$ cat src/rtl/fwd_pkg.sv
// Shared constants and the shadow-pipe entry layout for the forwarding unit.
package fwd_pkg;

  // Default geometry of one shadow-pipe entry.
  localparam int PKG_REG_W   = 4;
  localparam int PKG_NUM_SRC = 2;

  // Operand-select value meaning "take the register-file read".
  localparam int SEL_REGFILE = 0;

  // One shadow-pipe entry at the default geometry. The top level keeps the
  // same fields as separate packed vectors so that REG_W/NUM_SRC can be
  // overridden per instance.
  typedef struct packed {
    logic                               valid;
    logic [PKG_REG_W-1:0]               dest;
    logic                               wb_en;
    logic                               mem_read;
    logic [PKG_NUM_SRC*PKG_REG_W-1:0]   src;
    logic [PKG_NUM_SRC-1:0]             src_used;
  } sb_entry_t;

endpackage

$ cat src/rtl/fwd_match.sv
// Per-source forwarding match: compares one EX source against the
// destinations of stages 1..DEPTH and picks the youngest producer.
module fwd_match
  import fwd_pkg::*;
#(
  parameter int REG_W = 4,
  parameter int DEPTH = 2,
  parameter int SEL_W = $clog2(DEPTH + 1)
) (
  input  logic                   fwd_en,
  input  logic                   src_valid,
  input  logic [REG_W-1:0]       src,
  input  logic [DEPTH-1:0]       stage_wr,
  input  logic [DEPTH*REG_W-1:0] stage_dest,
  output logic [SEL_W-1:0]       sel
);

  // Bit gi corresponds to stage gi+1.
  logic [DEPTH-1:0] hit;

  genvar gi;
  generate
    for (gi = 0; gi < DEPTH; gi++) begin : g_cmp
      assign hit[gi] = fwd_en & src_valid & stage_wr[gi] &
                       (stage_dest[gi*REG_W +: REG_W] == src);
    end
  endgenerate

  // Lowest-index priority encoder: scan oldest to youngest so the youngest
  // matching stage overwrites the result last.
  always_comb begin
    sel = SEL_W'(SEL_REGFILE);
    for (int k = DEPTH - 1; k >= 0; k--) begin
      if (hit[k]) begin
        sel = SEL_W'(k + 1);
      end
    end
  end

endmodule

$ cat src/rtl/fwd_scoreboard.sv
// Forwarding and hazard unit: a shadow pipeline recording every issued
// instruction's destination, producing EX operand selects, an ID stall
// request and a saturating stall counter.
module fwd_scoreboard
  import fwd_pkg::*;
#(
  parameter int REG_W   = 4,
  parameter int NUM_SRC = 2,
  parameter int DEPTH   = 2,
  parameter int SEL_W   = $clog2(DEPTH + 1)
) (
  input  logic                     clk,
  input  logic                     rst,
  input  logic                     fwd_en,
  input  logic                     freeze,
  input  logic                     flush,
  input  logic                     id_valid,
  input  logic [REG_W-1:0]         id_dest,
  input  logic                     id_wb_en,
  input  logic                     id_mem_read,
  input  logic [NUM_SRC*REG_W-1:0] id_src,
  input  logic [NUM_SRC-1:0]       id_src_used,
  output logic [NUM_SRC*SEL_W-1:0] ex_sel,
  output logic                     stall,
  output logic [15:0]              stall_cnt
);

  // Shadow pipe, entry k at index k (0 = EX). Only entry 0 is ever asked
  // for its sources and load flag, so older copies of those fields are
  // not kept.
  logic [DEPTH:0]             valid_reg;
  logic [DEPTH:0]             wb_en_reg;
  logic [REG_W-1:0]           dest_reg [0:DEPTH];
  logic                       mem_read_reg;
  logic [NUM_SRC*REG_W-1:0]   src_reg;
  logic [NUM_SRC-1:0]         src_used_reg;
  logic [15:0]                stall_cnt_reg;

  logic                       valid_next;
  logic                       hazard;
  logic [DEPTH-1:0]           stage_wr;
  logic [DEPTH*REG_W-1:0]     stage_dest;

  // An ID instruction enters EX only when it is real, not held and not killed.
  assign valid_next = id_valid & ~stall & ~flush;

  // RAW hazard detection against the current ID sources.
  always_comb begin
    hazard = 1'b0;
    for (int i = 0; i < NUM_SRC; i++) begin
      if (id_src_used[i]) begin
        if (fwd_en) begin
          // Only a load in EX cannot be forwarded in time.
          if (valid_reg[0] && wb_en_reg[0] && mem_read_reg &&
              (dest_reg[0] == id_src[i*REG_W +: REG_W])) begin
            hazard = 1'b1;
          end
        end else begin
          // Without forwarding, any in-flight writer blocks the consumer.
          for (int k = 0; k <= DEPTH; k++) begin
            if (valid_reg[k] && wb_en_reg[k] &&
                (dest_reg[k] == id_src[i*REG_W +: REG_W])) begin
              hazard = 1'b1;
            end
          end
        end
      end
    end
  end

  assign stall     = id_valid & ~flush & hazard;
  assign stall_cnt = stall_cnt_reg;

  genvar gi;
  generate
    // Flatten the writer view of stages 1..DEPTH for the match units.
    for (gi = 0; gi < DEPTH; gi++) begin : g_stage
      assign stage_wr[gi]                   = valid_reg[gi+1] & wb_en_reg[gi+1];
      assign stage_dest[gi*REG_W +: REG_W]  = dest_reg[gi+1];
    end

    // One match/priority unit per EX source operand.
    for (gi = 0; gi < NUM_SRC; gi++) begin : g_src
      fwd_match #(
        .REG_W (REG_W),
        .DEPTH (DEPTH),
        .SEL_W (SEL_W)
      ) u_match (
        .fwd_en     (fwd_en),
        .src_valid  (valid_reg[0] & src_used_reg[gi]),
        .src        (src_reg[gi*REG_W +: REG_W]),
        .stage_wr   (stage_wr),
        .stage_dest (stage_dest),
        .sel        (ex_sel[gi*SEL_W +: SEL_W])
      );
    end
  endgenerate

  // Advance the shadow pipe and count stall cycles unless frozen.
  always_ff @(posedge clk) begin
    if (rst) begin
      valid_reg     <= '0;
      stall_cnt_reg <= '0;
    end else if (!freeze) begin
      valid_reg    <= {valid_reg[DEPTH-1:0], valid_next};
      wb_en_reg    <= {wb_en_reg[DEPTH-1:0], id_wb_en};
      dest_reg[0]  <= id_dest;
      for (int k = 1; k <= DEPTH; k++) begin
        dest_reg[k] <= dest_reg[k-1];
      end
      mem_read_reg <= id_mem_read;
      src_reg      <= id_src;
      src_used_reg <= id_src_used;
      if (stall && (stall_cnt_reg != 16'hFFFF)) begin
        stall_cnt_reg <= stall_cnt_reg + 16'd1;
      end
    end
  end

endmodule

$ cat config.mk
export PLATFORM = sky130hd
export DESIGN_NAME = fwd_scoreboard
export DESIGN_NICKNAME = d
export VERILOG_FILES = /design/src/rtl/fwd_pkg.sv /design/src/rtl/fwd_match.sv /design/src/rtl/fwd_scoreboard.sv
export SDC_FILE = /design/constraint.sdc
export NUM_CORES = 1
export LEC_CHECK = 0
export CAP_MARGIN = 25
export CORE_ASPECT_RATIO = 1.4
export CORE_UTILIZATION = 38
export DETAILED_ROUTE_END_ITERATION = 7
export REMOVE_ABC_BUFFERS = 1
export SYNTH_ARGS = -nofsm -noshare
export SYNTH_HDL_FRONTEND = slang
export SYNTH_SLANG_ARGS = --single-unit
$ cat constraint.sdc
create_clock -name clk -period 4.9 [get_ports clk]
set_clock_uncertainty 0.2 [all_clocks]
set_input_delay 0.98 -clock clk [delete_from_list [all_inputs] [get_ports clk]]
set_output_delay 0.98 -clock clk [all_outputs]
set_load 0.02 [all_outputs]
* Word-level counts from Yosys, hierarchy flattened
Memories as Yosys holds them, arrays and structs flattened. Cells that the tools add are included.
Operators by class: multiply operators 0, equality and inequality tests 11, reductions and logical operators 15, shift operators 0, $add $sub $neg 1, muxes and demuxes 19, divide/modulo/power cells 0, bitwise logic cells 22, $lt $le $gt $ge 0
Operator list (count):
- 4-bit equality test | 10
- 1-bit AND | 18
- 16-bit by 1-bit adder with 16-bit output (second input constant) | 1
- 16-bit inequality test (second input constant) | 1
- 1-bit two-way mux | 15
- 1-bit logical AND | 13
- 2-bit two-way mux | 4
- 1-bit inverter | 4
- 2-bit AND reduction | 2
Storage, ports and cells: ROM bits 0, memory bits (writable) 12, flip-flop bits (word level) 33, bits in latches 0, memories kept 1, input port bits 22
Memories:
- dest_reg | depth 3, bits a word 4, read ports 3, clocked after Yosys merged registers in 0, wr ports 3, line fwd_scoreboard.sv:33 | logic [REG_W-1:0] dest_reg [0:DEPTH];

* Depth between registers and ports, before layout
depth after elaboration 16, mapped depth 9, gate-level depth less buffers 7

* Hierarchy
A second synthesis with hierarchy kept.
Second synthesis, totals: cell total of the unflattened synthesis 209, area, all modules 2282.2 um2
Modules (own cells, without submodules):
- fwd_scoreboard | seq. area each 1161.1 um2, area each 2044.5 um2, cells an instance 179, instances 1
- fwd_match | seq. area each 0.0 um2, area each 118.9 um2, cells an instance 15, instances 2

* Least setup slack after synthesis
Ideal clock, no wire load.
path type input-to-output, start in id_src_used[1], end out stall, slack 0.859 ns, arrival time 2.861 ns, stages on the path 8, required time 3.720 ns, cells stage by stage clkinv_1 or4_1 nor4_1 a41oi_1 and4_4 buf_6 buf_2 nor3b_1
On the way: cells in the longest elaborated chain, start to end 2
RTL lines:
- from (decl) | line fwd_scoreboard.sv:22 | input logic [NUM_SRC-1:0] id_src_used,
- 1-bit two-way mux | line fwd_scoreboard.sv:51 | if (id_src_used[i]) begin
- 1-bit AND | line fwd_scoreboard.sv:71 | assign stall = id_valid & ~flush & hazard;
- to (decl) | line fwd_scoreboard.sv:24 | output logic stall,
Every way passes these cells.

* Worst setup path in the final report
Ends and elaborated chain as after synthesis.

==> flow_summary.html <==
<table>
<tr><th>Metric</th><th>Value</th></tr>
<tr><th colspan="2">Run status</th></tr>
<tr><td>Status</td><td>completed</td></tr>
<tr><th colspan="2">Synthesis</th></tr>
<tr><td>Gate count of the mapped netlist</td><td>220</td></tr>
<tr><td>Top flip-flop cell by instance count after synthesis</td><td>edfxtp_1</td></tr>
<tr><td>Share of the yosys chip area belonging to registers</td><td>0.4949</td></tr>
<tr><td>Most used standard cells in the synthesized netlist</td><td>edfxtp_1, xnor2_1, nor2_1</td></tr>
<tr><td>Biggest area contributors in the synthesized netlist</td><td>edfxtp_1, dfxtp_1, xnor2_1</td></tr>
<tr><td>Synth Warn #</td><td>0</td></tr>
<tr><td>Number of storage elements in the synthesis netlist</td><td>45</td></tr>
<tr><td>EDFF count, synth</td><td>26</td></tr>
<tr><td>Cell area after technology mapping</td><td>2346 sq um</td></tr>
<tr><td>Mean cell area of the mapped netlist</td><td>10.66 sq um</td></tr>
<tr><td>Number of distinct library cells after synthesis</td><td>34</td></tr>
<tr><td>Biggest area consumer among synthesized cells</td><td>edfxtp_1</td></tr>
<tr><td>Share of the synthesized area in the top cell type</td><td>0.3328</td></tr>
<tr><td>Synth async-reset ratio</td><td>0</td></tr>
<tr><th colspan="2">Timing</th></tr>
<tr><td>Worst-margin pin slew</td><td>0.8253 ns</td></tr>
<tr><td>Final setup slack of the worst path</td><td>0.2243 ns</td></tr>
<tr><td>Slew Limit Fails</td><td>0</td></tr>
<tr><td>Number of failing setup endpoints in the final timing report</td><td>0</td></tr>
<tr><td>Setup TNS</td><td>0 ns</td></tr>
<tr><td>Max Clk Rate</td><td>between 0.2 and 0.25 GHz</td></tr>
<tr><td>Worst Hold Margin</td><td>0.2634 ns</td></tr>
<tr><td>Min Tclk post-route</td><td>4.676 ns</td></tr>
<tr><td>Crit share post-route</td><td>0.9542</td></tr>
<tr><td>Max-Slew Margin vs Limit</td><td>0.4481</td></tr>
<tr><td>RSZ-0062 raised after global routing</td><td>no</td></tr>
<tr><td>Hold violation total from the final report</td><td>0</td></tr>
<tr><th colspan="2">Power</th></tr>
<tr><td>Leakage Power</td><td>between 0.9 and 1 nW</td></tr>
<tr><td>Switching share of power</td><td>0.2157</td></tr>
<tr><td>Int Pwr</td><td>0.0006000 W</td></tr>
<tr><td>Maximum vdd drop</td><td>roughly 130 uV</td></tr>
<tr><td>Net switching power</td><td>0.0001650 W</td></tr>
<tr><td>Cell area power density</td><td>259.8 nW/um^2</td></tr>
<tr><td>Clk pwr share</td><td>0.357</td></tr>
<tr><td>Combinational fraction of design power</td><td>0.087</td></tr>
<tr><td>Sequential Power Share</td><td>0.555</td></tr>
<tr><th colspan="2">Clock tree</th></tr>
<tr><td>Clock tree from TritonCTS</td><td>done</td></tr>
<tr><td>Latest clock arrival within the worst-skew pair</td><td>about 0.29 ns</td></tr>
<tr><td>Clk root buf</td><td>clkbuf_8</td></tr>
<tr><td>CTS sink count</td><td>45</td></tr>
<tr><td>Post-cts sizing count</td><td>0</td></tr>
<tr><td>Post-CTS setup buffer count</td><td>0</td></tr>
<tr><td>Number of buffers inserted during clock tree synthesis</td><td>5</td></tr>
<tr><td>H-tree depth</td><td>2</td></tr>
<tr><td>Clk slew on worst S/H paths</td><td>0.09 ns</td></tr>
<tr><td>Hold buffer count at cts</td><td>0</td></tr>
<tr><td>CTS max path bufs</td><td>2</td></tr>
<tr><th colspan="2">Hold path</th></tr>
<tr><td>Cell count of the worst hold path</td><td>0</td></tr>
<tr><td>Class of the most critical hold timing path</td><td>reg2reg</td></tr>
<tr><td>Hold Crit Start</td><td>wb_en_reg[1]$_DFFE_PP_</td></tr>
<tr><th colspan="2">Routing</th></tr>
<tr><td>Vias</td><td>between 1500 and 2000</td></tr>
<tr><td>Count of TritonRoute iterations in the first routing pass</td><td>4</td></tr>
<tr><td>Average wire length per cell after detail routing</td><td>15.46 um</td></tr>
<tr><td>Violation count after the first detailed-routing iteration</td><td>82</td></tr>
<tr><td>Remaining design rule violation count</td><td>0</td></tr>
<tr><td>Total routed wirelength</td><td>about 5200 um</td></tr>
<tr><td>Vias per cell</td><td>5.287</td></tr>
<tr><td>Post-route antenna net violation count</td><td>0</td></tr>
<tr><th colspan="2">GRT</th></tr>
<tr><td>Routing usage on met1</td><td>0.1973</td></tr>
<tr><td>Initial antenna violation count</td><td>0</td></tr>
<tr><td>Grt met2 use</td><td>0.3056</td></tr>
<tr><td>First-pass GRT wire length</td><td>8169 um</td></tr>
<tr><td>Pin count of the biggest net entering global routing</td><td>27</td></tr>
<tr><td>Most Crowded Layer GR</td><td>met2</td></tr>
<tr><td>Met3 demand-to-capacity share in global routing</td><td>0.03986</td></tr>
<tr><td>Overall Global Routing Usage</td><td>0.1740</td></tr>
<tr><td>Vias in the first global route</td><td>1655</td></tr>
<tr><td>Global route overflow</td><td>0</td></tr>
<tr><th colspan="2">Layout</th></tr>
<tr><td>NumNets Final</td><td>287</td></tr>
<tr><td>Flip-flop count of the largest register after layout</td><td>16</td></tr>
<tr><td>Share of post-route cells with drive strength above 1</td><td>0.06038</td></tr>
<tr><td>Number of antenna diodes</td><td>0</td></tr>
<tr><td>Final instance area</td><td>2944 sq um</td></tr>
<tr><td>Syn-to-layout area delta</td><td>25.49%</td></tr>
<tr><td>Fraction of the core area covered by cells at the end of the flow</td><td>0.4986</td></tr>
<tr><th colspan="2">Floorplanning</th></tr>
<tr><td>Overall die width</td><td>68.41 um</td></tr>
<tr><td>Die Y</td><td>94.97 um</td></tr>
<tr><td>Number of placed I/O pins</td><td>between 40 and 50</td></tr>
<tr><td>Die footprint</td><td>6496 sq um</td></tr>
<tr><td>Site Rows</td><td>33</td></tr>
<tr><td>Core ar.</td><td>roughly 5900 sq um</td></tr>
<tr><td>Starting Density</td><td>0.3973</td></tr>
<tr><th colspan="2">Placed design</th></tr>
<tr><td>Count of port buffers added during placement</td><td>42</td></tr>
<tr><td>Placed inst area</td><td>2836 sq um</td></tr>
<tr><td>Final HPWL DP</td><td>about 3900 um</td></tr>
<tr><td>DP Worst Slack</td><td>0.2567 ns</td></tr>
<tr><td>Routability cong.</td><td>about 0.82</td></tr>
<tr><th colspan="2">Worst setup path</th></tr>
<tr><td>Largest fanout of any net on the critical path</td><td>3</td></tr>
<tr><td>Depth of the worst register-to-register path</td><td>8</td></tr>
<tr><td>CP endpoint kind</td><td>primary output</td></tr>
<tr><td>Worst Setup SP</td><td>id_src_used[1]</td></tr>
<tr><td>Setup slack of the worst register-to-register path</td><td>approximately 1.9 ns</td></tr>
<tr><td>CP Capture Point</td><td>stall</td></tr>
<tr><td>Startpoint types</td><td>input pin</td></tr>
<tr><td>End of the worst register-to-register path</td><td>stall_cnt[12]$_SDFFE_PP0P_</td></tr>
<tr><td>Worst path required time</td><td>3.72 ns</td></tr>
<tr><td>Crit Reg-Reg Startpoint</td><td>dest_reg[0][10]$_DFFE_PP_</td></tr>
<tr><td>Start-to-end type of the worst setup path</td><td>in2out</td></tr>
<tr><td>CP arrival</td><td>roughly 3.5 ns</td></tr>
<tr><th colspan="2">Run</th></tr>
<tr><td>Max-cap violations</td><td>0</td></tr>
</table>
## routing by layer
layer | vias up | share of wire
met5 | - | 0
li1 | 882 | -
met1 | 843 | 0.41
met3 | 9 | 0.032
met4 | 0 | 0.019
met2 | 37 | 0.54
## cell usage in the layout (no fill, tap or decap), drive strengths merged, types with 7 or more instances in the layout
cell type	synthesis	final
nand4	11	11
nand3	10	10
mux2	10	10
edfxtp	26	26
clkdlybuf4s50	0	42
nor2	21	21
nand2	9	9
a21oi	7	7
nor4	9	9
xnor2	26	26
nor2b	8	8
xor2	14	14
dfxtp	19	19
## power groups by stage
stage                     Combinational [W]  Sequential [W]  Clock [W]
after floorplan                   0.0000311        0.000431          0
after global placement            0.0000672        0.000434          0
after detailed placement          0.0000672        0.000434          0
after CTS                         0.0000675        0.000425   0.000283
after global routing              0.0000732        0.000426   0.000297
final                             0.0000669        0.000425   0.000273
## final cells by class
| type | instances | area (sq um) |
|---|---|---|
| fillers | 559 | 2960 |
| flip-flops and latches | 45 | 1161 |
| multi-input cells | 161 | 1119 |
| repair buffers | 46 | 450.4 |
| well taps | 70 | 87.58 |
| clock buffers | 6 | 72.57 |
| clock inverters | 2 | 35.03 |
| inverters | 5 | 18.77 |
## kinds of logic (layout without fill, tap and decap cells)
group,count (synthesis),count (layout),synth area share
and+or+nand+nor,92,92,0.2240
DFF,45,45,0.4949
xor gates and xnor gates,40,40,0.1493
AOI/OAI and AO/OA,16,16,0.04053
buffers and inverters,14,59,0.02933
muxes,12,12,0.05653
adders and majority gates,1,1,0.005332
## worst max-delay path: stages
cell	delay, ns
clkdlybuf4s50_1	0.49
clkinv_1	0.11
or4_1	0.52
nor4_1	0.29
a41oi_1	0.08
and4_4	0.23
nor3b_1	0.17
clkdlybuf4s50_1	0.63
## how the worst min path moves through the flow
stage	endpoint	slack, ns
2_1_floorplan	wb_en_reg[1]$_DFFE_PP_	0.23
3_3_place_gp	wb_en_reg[2]$_DFFE_PP_	0.23
3_5_place_dp	wb_en_reg[2]$_DFFE_PP_	0.24
4_1_cts	wb_en_reg[2]$_DFFE_PP_	0.26
5_1_grt	wb_en_reg[2]$_DFFE_PP_	0.28
6_report	wb_en_reg[2]$_DFFE_PP_	0.26
## through the flow
step | std cells | power [W]
after CTS | 335 | 0.0007756
after global routing | 335 | 0.0007962
final | 335 | 0.0007650
after global placement | 327 | 0.0005009
after detailed placement | 327 | 0.0005012
after floorplan | 211 | 0.0004620
Power figures use the tool's default switching activity.
